File: src/rtl/arb_pkg.sv
// rtl/arb_pkg.sv - shared types and helpers for the round-robin arbiter
package arb_pkg;

    typedef enum logic {
        IDLE = 1'b0,
        BUSY = 1'b1
    } state_t;

    localparam int MAX_REQ = 32;
    localparam int MAX_IDW = 5;

    // Returns the first requester with req set, scanning from last+1 and wrapping;
    // -1 when nobody is requesting. Walking from the farthest slot backwards lets
    // the nearest hit overwrite the result without an early exit.
    function automatic int rr_winner(input logic [MAX_REQ-1:0] req, input int last, input int n);
        int result;
        int idx;
        result = -1;
        for (int i = MAX_REQ; i >= 1; i--) begin
            if (i <= n) begin
                idx = last + i;
                if (idx >= n) idx = idx - n;
                if (req[idx[MAX_IDW-1:0]]) result = idx;
            end
        end
        return result;
    endfunction

    function automatic logic [MAX_REQ-1:0] onehot(input int id);
        return MAX_REQ'(1) << id;
    endfunction

endpackage

File: src/rtl/rr_arbiter_n_if.sv
// rtl/rr_arbiter_n_if.sv - request/grant bundle between requesters and the arbiter
interface rr_arbiter_n_if #(
    parameter int N_REQ = 4,
    parameter int IDW   = $clog2(N_REQ)
);
    logic [N_REQ-1:0] req;
    logic [N_REQ-1:0] eot;
    logic [N_REQ-1:0] gnt;
    logic             gnt_valid;
    logic [IDW-1:0]   gnt_id;
    logic             timeout;
    logic [IDW-1:0]   timeout_id;

    modport master (
        output req, eot,
        input  gnt, gnt_valid, gnt_id, timeout, timeout_id
    );

    modport slave (
        input  req, eot,
        output gnt, gnt_valid, gnt_id, timeout, timeout_id
    );
endinterface

File: src/rtl/rr_pick.sv
// rtl/rr_pick.sv - combinational rotated-priority winner selection
module rr_pick
    import arb_pkg::*;
#(
    parameter int N_REQ = 4,
    parameter int IDW   = $clog2(N_REQ)
) (
    input  logic [N_REQ-1:0] req,
    input  logic [IDW-1:0]   last,
    output logic             found,
    output logic [IDW-1:0]   win_id
);
    int win;

    always_comb begin
        win    = rr_winner(MAX_REQ'(req), int'(last), N_REQ);
        found  = (win >= 0);
        win_id = IDW'(win);
    end
endmodule

File: src/rtl/rr_arbiter_n.sv
// rtl/rr_arbiter_n.sv - N-way round-robin arbiter with eot release and hold timeout
module rr_arbiter_n
    import arb_pkg::*;
#(
    parameter int N_REQ       = 4,
    parameter int MAX_HOLD    = 0,
    parameter int ZERO_BUBBLE = 0,
    localparam int IDW        = $clog2(N_REQ)
) (
    input  logic          clk,
    input  logic          rst,
    rr_arbiter_n_if.slave bus
);
    localparam int HCW = (MAX_HOLD > 1) ? $clog2(MAX_HOLD) : 1;
    localparam logic [HCW-1:0] HOLD_LAST = HCW'((MAX_HOLD > 0) ? MAX_HOLD - 1 : 0);

    state_t           state_q, state_d;
    logic [IDW-1:0]   last_q, last_d;
    logic [HCW-1:0]   hold_q, hold_d;
    logic [N_REQ-1:0] gnt_q, gnt_d;
    logic             gnt_valid_q, gnt_valid_d;
    logic [IDW-1:0]   gnt_id_q, gnt_id_d;
    logic             timeout_q, timeout_d;
    logic [IDW-1:0]   timeout_id_q, timeout_id_d;

    logic [IDW-1:0]   pick_last, win_id;
    logic             found, owner_eot, hold_expired, release_now, grant_now;

    // In BUSY the picker rotates from the current owner so a zero-bubble
    // handoff sees the same priority order the IDLE path would after release.
    assign pick_last = (state_q == BUSY) ? gnt_id_q : last_q;

    rr_pick #(.N_REQ(N_REQ), .IDW(IDW)) u_pick (
        .req    (bus.req),
        .last   (pick_last),
        .found  (found),
        .win_id (win_id)
    );

    assign owner_eot    = bus.eot[gnt_id_q];
    assign hold_expired = (MAX_HOLD != 0) && (hold_q == HOLD_LAST);
    assign release_now  = (state_q == BUSY) && (owner_eot || hold_expired);
    assign grant_now    = found && ((state_q == IDLE) || (release_now && (ZERO_BUBBLE != 0)));

    always_ff @(posedge clk or posedge rst) begin
        if (rst) begin
            state_q      <= IDLE;
            last_q       <= IDW'(N_REQ - 1);
            hold_q       <= '0;
            gnt_q        <= '0;
            gnt_valid_q  <= 1'b0;
            gnt_id_q     <= '0;
            timeout_q    <= 1'b0;
            timeout_id_q <= '0;
        end else begin
            state_q      <= state_d;
            last_q       <= last_d;
            hold_q       <= hold_d;
            gnt_q        <= gnt_d;
            gnt_valid_q  <= gnt_valid_d;
            gnt_id_q     <= gnt_id_d;
            timeout_q    <= timeout_d;
            timeout_id_q <= timeout_id_d;
        end
    end

    always_comb begin
        state_d = state_q;
        case (state_q)
            IDLE:    if (found) state_d = BUSY;
            BUSY:    if (release_now && !grant_now) state_d = IDLE;
            default: state_d = IDLE;
        endcase
    end

    always_comb begin
        last_d       = last_q;
        hold_d       = hold_q;
        gnt_d        = gnt_q;
        gnt_valid_d  = gnt_valid_q;
        gnt_id_d     = gnt_id_q;
        timeout_d    = 1'b0;
        timeout_id_d = timeout_id_q;

        if (grant_now) begin
            gnt_d       = N_REQ'(onehot(int'(win_id)));
            gnt_valid_d = 1'b1;
            gnt_id_d    = win_id;
            hold_d      = '0;
        end else if (release_now) begin
            gnt_d       = '0;
            gnt_valid_d = 1'b0;
        end else if ((state_q == BUSY) && (hold_q != '1)) begin
            hold_d = hold_q + 1'b1;
        end

        // An eot landing on the last allowed cycle counts as a clean release.
        if (release_now) begin
            last_d = gnt_id_q;
            if (hold_expired && !owner_eot) begin
                timeout_d    = 1'b1;
                timeout_id_d = gnt_id_q;
            end
        end
    end

    assign bus.gnt        = gnt_q;
    assign bus.gnt_valid  = gnt_valid_q;
    assign bus.gnt_id     = gnt_id_q;
    assign bus.timeout    = timeout_q;
    assign bus.timeout_id = timeout_id_q;
endmodule

File: src/flat_wrapper.sv
// flat-port wrapper written by rule: the top's interface ports become plain ports
module rr_arbiter_n_flat import arb_pkg::*;
#(
    parameter int N_REQ       = 4,
    parameter int MAX_HOLD    = 0,
    parameter int ZERO_BUBBLE = 0,
    localparam int IDW        = $clog2(N_REQ)
)
  (clk, rst, bus_req, bus_eot, bus_gnt, bus_gnt_valid, bus_gnt_id, bus_timeout, bus_timeout_id);
  rr_arbiter_n_if #(.N_REQ(N_REQ)) bus_i ();
  input  logic clk;
  input  logic rst;
  input wire logic [$bits(bus_i.req)-1:0] bus_req;
  input wire logic [$bits(bus_i.eot)-1:0] bus_eot;
  output wire logic [$bits(bus_i.gnt)-1:0] bus_gnt;
  output wire logic [$bits(bus_i.gnt_valid)-1:0] bus_gnt_valid;
  output wire logic [$bits(bus_i.gnt_id)-1:0] bus_gnt_id;
  output wire logic [$bits(bus_i.timeout)-1:0] bus_timeout;
  output wire logic [$bits(bus_i.timeout_id)-1:0] bus_timeout_id;
  assign bus_i.req = bus_req;
  assign bus_i.eot = bus_eot;
  assign bus_gnt = bus_i.gnt;
  assign bus_gnt_valid = bus_i.gnt_valid;
  assign bus_gnt_id = bus_i.gnt_id;
  assign bus_timeout = bus_i.timeout;
  assign bus_timeout_id = bus_i.timeout_id;
  rr_arbiter_n #(.N_REQ(N_REQ), .MAX_HOLD(MAX_HOLD), .ZERO_BUBBLE(ZERO_BUBBLE)) u_core (.clk(clk), .rst(rst), .bus(bus_i));
endmodule
File: config.mk
export PLATFORM = sky130hd
export DESIGN_NAME = rr_arbiter_n_flat
export DESIGN_NICKNAME = d
export VERILOG_FILES = /design/src/rtl/arb_pkg.sv /design/src/rtl/rr_arbiter_n_if.sv /design/src/rtl/rr_pick.sv /design/src/rtl/rr_arbiter_n.sv /design/src/flat_wrapper.sv
export SDC_FILE = /design/constraint.sdc
export NUM_CORES = 1
export LEC_CHECK = 0
export CAP_MARGIN = 20
export CORE_MARGIN = 1
export CORE_UTILIZATION = 54
export CTS_BUF_LIST = sky130_fd_sc_hd__clkbuf_2
export CTS_CLUSTER_SIZE = 30
export DETAILED_ROUTE_END_ITERATION = 8
export GPL_ROUTABILITY_DRIVEN = 0
export HOLD_SLACK_MARGIN = 0.08
export MAX_ROUTING_LAYER = met4
export PLACE_DENSITY = 0.86
export SYNTH_ARGS = -nofsm -noshare
export SYNTH_HDL_FRONTEND = slang
export SYNTH_HIERARCHICAL = 1
export SYNTH_SLANG_ARGS = --single-unit
export TNS_END_PERCENT = 50
File: constraint.sdc
create_clock -name clk -period 4.3 [get_ports clk]
set_clock_uncertainty 0.1 [all_clocks]
set_input_delay 0.86 -clock clk [delete_from_list [all_inputs] [get_ports clk]]
set_output_delay 0.86 -clock clk [all_outputs]
set_load 0.005 [all_outputs]
==> results of run 1 <==
==> state kept, by name (all words and copies together), names as in the netlist <==
name	count
u_core/bus.gnt	4
u_core/bus.gnt_valid	1
u_core/last_q	2
u_core/bus.gnt_id	2
u_core/state_q	1
==> worst min-delay path by stage <==
stage / startpoint / end / slack (ns)
4_1_cts: u_core/last_q[1] / u_core/last_q[1] / 0.41
3_3_place_gp: u_core/last_q[1] / u_core/last_q[1] / 0.40
3_5_place_dp: u_core/last_q[1] / u_core/last_q[1] / 0.40
6_report: u_core/last_q[1] / u_core/last_q[1] / 0.41
2_1_floorplan: u_core/last_q[1] / u_core/last_q[1] / 0.38
5_1_grt: u_core/last_q[1] / u_core/last_q[1] / 0.44
==> worst min-delay path: stages (launching register included) <==
cell	delay, ns
dfstp_2	0.38
o21ai_0	0.05
o21ai_0	0.07
==> kinds of logic (layout without fill, tap and decap cells) <==
group | after synthesis | after routing | share of synthesized area [%]
DFF | 10 | 10 | 30.8
and+or+nand+nor | 27 | 27 | 15.6
buffers and inverters | 13 | 29 | 8.40
other | 1 | 3 | 0.458
adders and majority gates | 5 | 5 | 7.63
AOI/OAI and AO/OA | 22 | 22 | 19.8
muxes | 10 | 10 | 17.3
==> synth_stat cells, drive strengths merged <==
| cell | number | area share, % |
|---|---|---|
| nand2 | 12 | 5.8 |
| dfrtp | 8 | 24 |
| inv | 8 | 3.7 |
| nor2 | 7 | 3.2 |
| o21ai | 7 | 4.3 |
| buf | 5 | 4.7 |
| ha | 5 | 7.6 |
| nand2b | 5 | 4.1 |
| mux2 | 4 | 6.4 |
| mux2i | 4 | 4.9 |
| o32ai | 4 | 4.3 |
| a21oi | 3 | 1.8 |
| dfstp | 2 | 6.4 |
| mux4 | 2 | 6.0 |
| o22ai | 2 | 2.3 |
| a211o | 1 | 1.1 |
| a211oi | 1 | 0.92 |
| a21bo | 1 | 1.2 |
| a221oi | 1 | 1.8 |
| a32oi | 1 | 1.1 |
| conb | 1 | 0.46 |
| nand4 | 1 | 0.76 |
| nor2b | 1 | 0.76 |
| nor3b | 1 | 0.92 |
| o22a | 1 | 1.1 |
==> through the flow <==
stage,power (uW),util (%),hold slack (ns),instance area [um2]
5_1_grt,959,73.6,0.439,993
4_1_cts,866,73.6,0.412,993
2_1_floorplan,676,-,0.376,827
6_report,865,73.6,0.406,993
3_3_place_gp,800,72.2,0.398,975
3_5_place_dp,812,72.2,0.398,975
==> per-layer routing <==
metal / wire [um] / share of wire [%] / global-route usage [%] / up-vias
met1: 745 / 47 / 34.2 / 325
met2: 733 / 47 / 32.8 / 25
met5: 0 / 0 / - / -
li1: - / - / - / 346
met4: 0 / 0 / 0.833 / 0
met3: 97 / 6.2 / 9.78 / 0
==> cell usage in the layout, fill, tap and decap left out, types with 3 or more instances in the layout <==
master,synthesis,layout
conb_1,1,3
o21ai_0,7,7
dfrtp_1,8,8
nand2b_1,4,4
mux2i_1,4,4
ha_1,5,5
nand2_1,11,11
clkbuf_2,0,3
o32ai_1,4,4
clkdlybuf4s50_1,0,16
inv_1,8,8
a21oi_1,3,3
nor2_1,7,7
==> final cells by class <==
type / count / area [um2]
Tap cell: 15 / 18.8
Inverter: 8 / 30.0
Multi-Input combinational cell: 67 / 505
Fill cell: 109 / 357
Sequential cell: 10 / 253
Clock buffer: 3 / 15.0
Timing Repair Buffer: 17 / 168
Clock inverter: 1 / 3.75
==> power breakdown <==
part           total (uW)  internal [uW]  switching, uW  leakage, uW
combinational         641            303            338     0.000311
clock                49.0           20.2           28.8    0.0000140
sequential            175            142           32.2     0.000122
==> summary.md, run 1 <==
| Metric | Value |
|---|---|
| DP Wirelength | 1240 um |
| Synth Instances | 88 |
| Final period util | 66.7% |
| Post-CTS resize count | 0 |
| # hold bufs at CTS | 0 |
| Total iterations of the first detailed-routing run | 4 |
| VDD IR max | 0.000451 V |
| # IOs | 20 |
| Clock Latency Late Sink | 0.24 ns |
| Maxcap violations | 0 |
| GR Overflow Total | 0 |
| CP delay by family, top | compound AO/OA/AOI/OAI gates |
| Final Non-Filler Cells | 121 |
| Setup violators final | 0 |
| Number of global-route vias before repair | 566 |
| Setup TNS | 0 ns |
| Layout net count | 122 |
| Fmax | 349 MHz |
| Initial antenna violation count | 0 |
| Startpoint Class | register |
| WP depth | 9 |
| Port bufs | 16 |
| Post-Place Worst Slack | 1.37 ns |
| Crit path launch | u_core/last_q[0] |
| ANT nets after route | 0 |
| Peak fanout along the critical path | 12 |
| Crit-path cells | mux2_2 > inv_1 > ha_1 > mux4_2 > nand2_2 > a211o_1 > a32oi_1 > inv_1 > o32ai_1 |
| # rows | 13 |
| Die Width | 41.0 um |
| Routed vias | 696 |
| Remaining DRCs | 0 |
| Library cells used by synthesis | 32 |
| Min Tclk post-route | 2.87 ns |
| Post-Place Cells | 117 |
| Critical path buffers and inverters | 2 |
| FF-to-FF Start | u_core/last_q[0] |
| Hold Path Stages | 2 |
| Largest net degree at the start of global routing | 14 |
| CTS Buffer Depth | 2 |
| HP Class | register to register |
| Postcts setup bufs | 0 |
| Worst-path clk slew | 0.09 ns |
| Pwr dens | 871 nW/um2 |
| WS Path Type | register to register |
| CP required | 4.33 ns |
| Worst setup EP type | register |
| Yosys reg bits | 10 |
| RSZ-0062 raised after global routing | false |
| H-tree lvl count | 1 |
| Reg2reg end | u_core/bus.gnt[3] |
| Gr usage total | 23.9% |
| Die area | 1680 um2 |
| Root Buffer | clkbuf_2 |
| P_leak | 0.000447 uW |
| DRT Wirelength | 1580 um |
| Max Slew Vio Count | 0 |
| Slowest CP cell | dfstp_2 |
| Final hold violation count | 0 |
| Via-to-Cell Ratio | 5.75 |
| Crit path DAT | 2.90 ns |
| Die Span Y | 41.0 um |
| CTS Buf Count | 3 |
| First-pass GRT wire length | 2470 um |
| Status | complete, no violations |
| Ys Warns | 6 |
| Reg2reg setup slack | 1.43 ns |
| Share of layout cells above drive strength 1 | 15.1% |
| Initial Util | 60.7% |
| CP endpoint | u_core/bus.gnt[3] |
| FF-to-FF path depth | 9 |
| Syn Area/Cell | 9.31 um2 |
| Area growth from synthesis to layout | 21.2% |
| DR iter-0 viols | 17 |
| Largest stage delay, worst path | 0.55 ns |
| Core area | 1350 um2 |
| CTS sink count | 10 |
| Routed wire per std cell | 13.0 um |
| CP dominant cell by count | inv_1 |
| Seq/Total Area, Yosys | 30.8% |
| Synthesized area | 820 um2 |
| Inserted Diodes | 0 |
| CTS tree | done |
| Final worst slack | 1.43 ns |
Note: power is estimated with default switching activity, not from simulation.
==> run 2: changes to the inputs <==
--- a/config.mk
+++ b/config.mk
@@ -7,14 +7,14 @@
 export LEC_CHECK = 0
 export CAP_MARGIN = 20
 export CORE_MARGIN = 1
-export CORE_UTILIZATION = 54
+export CORE_UTILIZATION = 50
 export CTS_BUF_LIST = sky130_fd_sc_hd__clkbuf_2
 export CTS_CLUSTER_SIZE = 30
 export DETAILED_ROUTE_END_ITERATION = 8
 export GPL_ROUTABILITY_DRIVEN = 0
 export HOLD_SLACK_MARGIN = 0.08
 export MAX_ROUTING_LAYER = met4
-export PLACE_DENSITY = 0.86
+export PLACE_DENSITY = 0.81
 export SYNTH_ARGS = -nofsm -noshare
 export SYNTH_HDL_FRONTEND = slang
 export SYNTH_HIERARCHICAL = 1
==> constraint.sdc (replaced) <==
create_clock -name clk -period 2.9 [get_ports clk]
set_clock_uncertainty 0.1 [all_clocks]
set_input_delay 0.58 -clock clk [delete_from_list [all_inputs] [get_ports clk]]
set_output_delay 0.58 -clock clk [all_outputs]
set_load 0.005 [all_outputs]
==> run 2 against run 1 <==
  * Sequential power is 48% higher
  * Final cell count is 1.7% higher
  * Critical path type unchanged
  * Largest power group unchanged
  * Wire length is 8.9% higher
  * Fmax is 5.7% higher
  * Cell area is 0.88% higher
==> summary.md, run 2 (synthesis gave the netlist of run 1 again) <==
| Metric | Value |
|---|---|
| Via-to-Cell Ratio | 5.80 (+0.92%) |
| Area growth from synthesis to layout | 22.3% |
| Share of layout cells above drive strength 1 | 15.9% (+0.79 points) |
| Final hold violation count | 0 (unchanged) |
| Min Tclk post-route | 2.71 ns (-0.154 ns) |
| Port bufs | 16 (unchanged) |
| Die area | 1800 um2 (+7.6%) |
| GR Overflow Total | 0 (unchanged) |
| Crit path DAT | 2.76 ns (-0.14 ns) |
| RSZ-0062 raised after global routing | false |
| CP dominant cell by count | inv_1 |
| Core area | 1520 um2 (+13%) |
| Slowest CP cell | dfrtp_1 |
| Gr busiest metal | met2 |
| Initial Util | 53.8% (-6.9 points) |
| Sequential share of power | 19.5% (-0.7 points) |
| Initial antenna violation count | 0 (unchanged) |
| Layout net count | 123 (+0.82%) |
| Die Width | 42.5 um (+3.7%) |
| P_leak | 0.000452 uW (+1.1%) |
| CP required | 2.95 ns (-1.38 ns) |
| Largest net degree at the start of global routing | 14 (unchanged) |
| Routed vias | 714 (+2.6%) |
| Max Slew Vio Count | 0 (unchanged) |
| Number of global-route vias before repair | 654 (+16%) |
| CTS Buf Count | 3 (unchanged) |
| Routed wire per std cell | 14.0 um (+7.2%) |
| Switching Share | 47.1% (+0.99 points) |
| # IOs | 20 (unchanged) |
| Startpoint Class | register |
| Worst-path clk slew | 0.11 ns (+0.02 ns) |
| Net Switching | 627 uW (+57%) |
| Total internal power | 704 uW (+51%) |
| Setup violators final | 0 (unchanged) |
| Remaining DRCs | 0 (unchanged) |
| Setup TNS | 0 ns (unchanged) |
| Fmax | 369 MHz (+5.7%) |
| DP Wirelength | 1210 um (-2.1%) |
| Crit-path cells | mux2_2 > inv_1 > ha_1 > mux4_2 > nand2_2 > a211o_1 > a32oi_1 > inv_1 > o32ai_1 |
| Met1 GRT Util | 28.3% (-6.0 points) |
| # rows | 14 (+1) |
| Total iterations of the first detailed-routing run | 4 (unchanged) |
| Most frequent cells in the layout | clkdlybuf4s50_1 (16), nand2_1 (11), inv_1 (8), dfrtp_1 (8), nor2_1 (7) |
| H-tree lvl count | 1 (unchanged) |
| WS Path Type | register to register |
| Number of flip-flops under the largest register name | 4 (unchanged) |
| Pwr dens | 1330 nW/um2 (+52%) |
| Die Span Y | 42.5 um (+3.7%) |
| Maxcap violations | 0 (unchanged) |
| Clock Latency Late Sink | 0.25 ns (about the same) |
| Reg2reg setup slack | 0.19 ns (-1.25 ns) |
| DRT Wirelength | 1720 um (+8.9%) |
| Met2 Usage GRT | 34.2% (+1.3 points) |
| Post-CTS resize count | 0 (unchanged) |
| Final period util | 93.6% (+27 points) |
| Status | complete, no violations |
| # hold bufs at CTS | 0 (unchanged) |
| Peak fanout along the critical path | 6 (-6) |
| Global-route track usage on met3 | 3.02% (-6.8 points) |
| Utilization after layout | 65.8% (-7.8 points) |
| Clock power frac | 5.9% (+0.2 points) |
| Root Buffer | clkbuf_2 |
| Most common cell after layout, fill and taps aside | clkdlybuf4s50_1 |
| CTS Buffer Depth | 2 (unchanged) |
| Gr usage total | 22.1% (-1.8 points) |
| HP Class | register to register |
| CTS tree | done |
| Total chip power | 1330 uW (+54%) |
| DR iter-0 viols | 22 (+5) |
| CTS sink count | 10 (unchanged) |
| First-pass GRT wire length | 2880 um (+17%) |
| Inserted Diodes | 0 (unchanged) |
| Largest stage delay, worst path | 0.45 ns (-0.10 ns) |
| Postcts setup bufs | 0 (unchanged) |
| WHS | 0.422 ns (+0.0165 ns) |
| Gate power share | 74.7% (+0.6 points) |
| Filler cells | 135 (+24%) |
| VDD IR max | 0.000719 V (+59%) |
| Worst setup EP type | register |
| ANT nets after route | 0 (unchanged) |
==> run 2: cell type report <==
class,instances,area (um2),area share [%]
multi-input combinational,67,505,50.4
sequential,10,253,25.2
timing repair buffer,18,175,17.5
inverter,8,30.0,3.00
tap,16,20.0,2.00
clock buffer,3,15.0,1.50
clock inverter,1,3.75,0.375
==> run 2: worst max-delay path, delay by kind of cell (launching register included) <==
family,cells,cell delay [ns]
AOI/OAI and AO/OA,3,0.89
adders and majority gates,1,0.29
buffers and inverters,2,0.21
DFF,1,0.45
muxes,2,0.62
and+or+nand+nor,1,0.07
==> run 2: per-layer routing <==
layer	wire length [um]	vias up	share of wire, %
met3	101	2	5.9
met4	9	0	0.52
li1	-	348	-
met1	752	337	44
met2	854	27	50
met5	0	-	0
==> run 2: final timing paths <==
kind,end,depth (start not counted),from
worst min register to register,u_core/bus.gnt_valid,2,u_core/bus.gnt_valid
worst min-delay path,u_core/bus.gnt_valid,2,u_core/bus.gnt_valid
min in group asynchronous,u_core/bus.gnt_valid,2,rst
worst max-delay path,u_core/bus.gnt[1],9,u_core/state_q
max in group asynchronous,u_core/last_q[0],2,rst
worst max register to register,u_core/bus.gnt[1],9,u_core/state_q
==> run 2: stage by stage <==
stage / area [um2] / worst slack, ns / cells
after floorplan: 827 / 0.164 / 90
after global placement: 983 / 0.261 / 119
after detailed placement: 983 / 0.230 / 119
after CTS: 1000 / 0.193 / 123
after global routing: 1000 / 0.0589 / 123
final: 1000 / 0.187 / 123
==> run 2: power groups by stage <==
stage          Clock, uW  Combinational (uW)  Sequential [uW]
2_1_floorplan          0                 749              255
3_3_place_gp           0                 939              260
3_5_place_dp           0                 960              262
4_1_cts             81.8                 988              259
5_1_grt             85.5                1100              268
6_report            78.1                 993              259
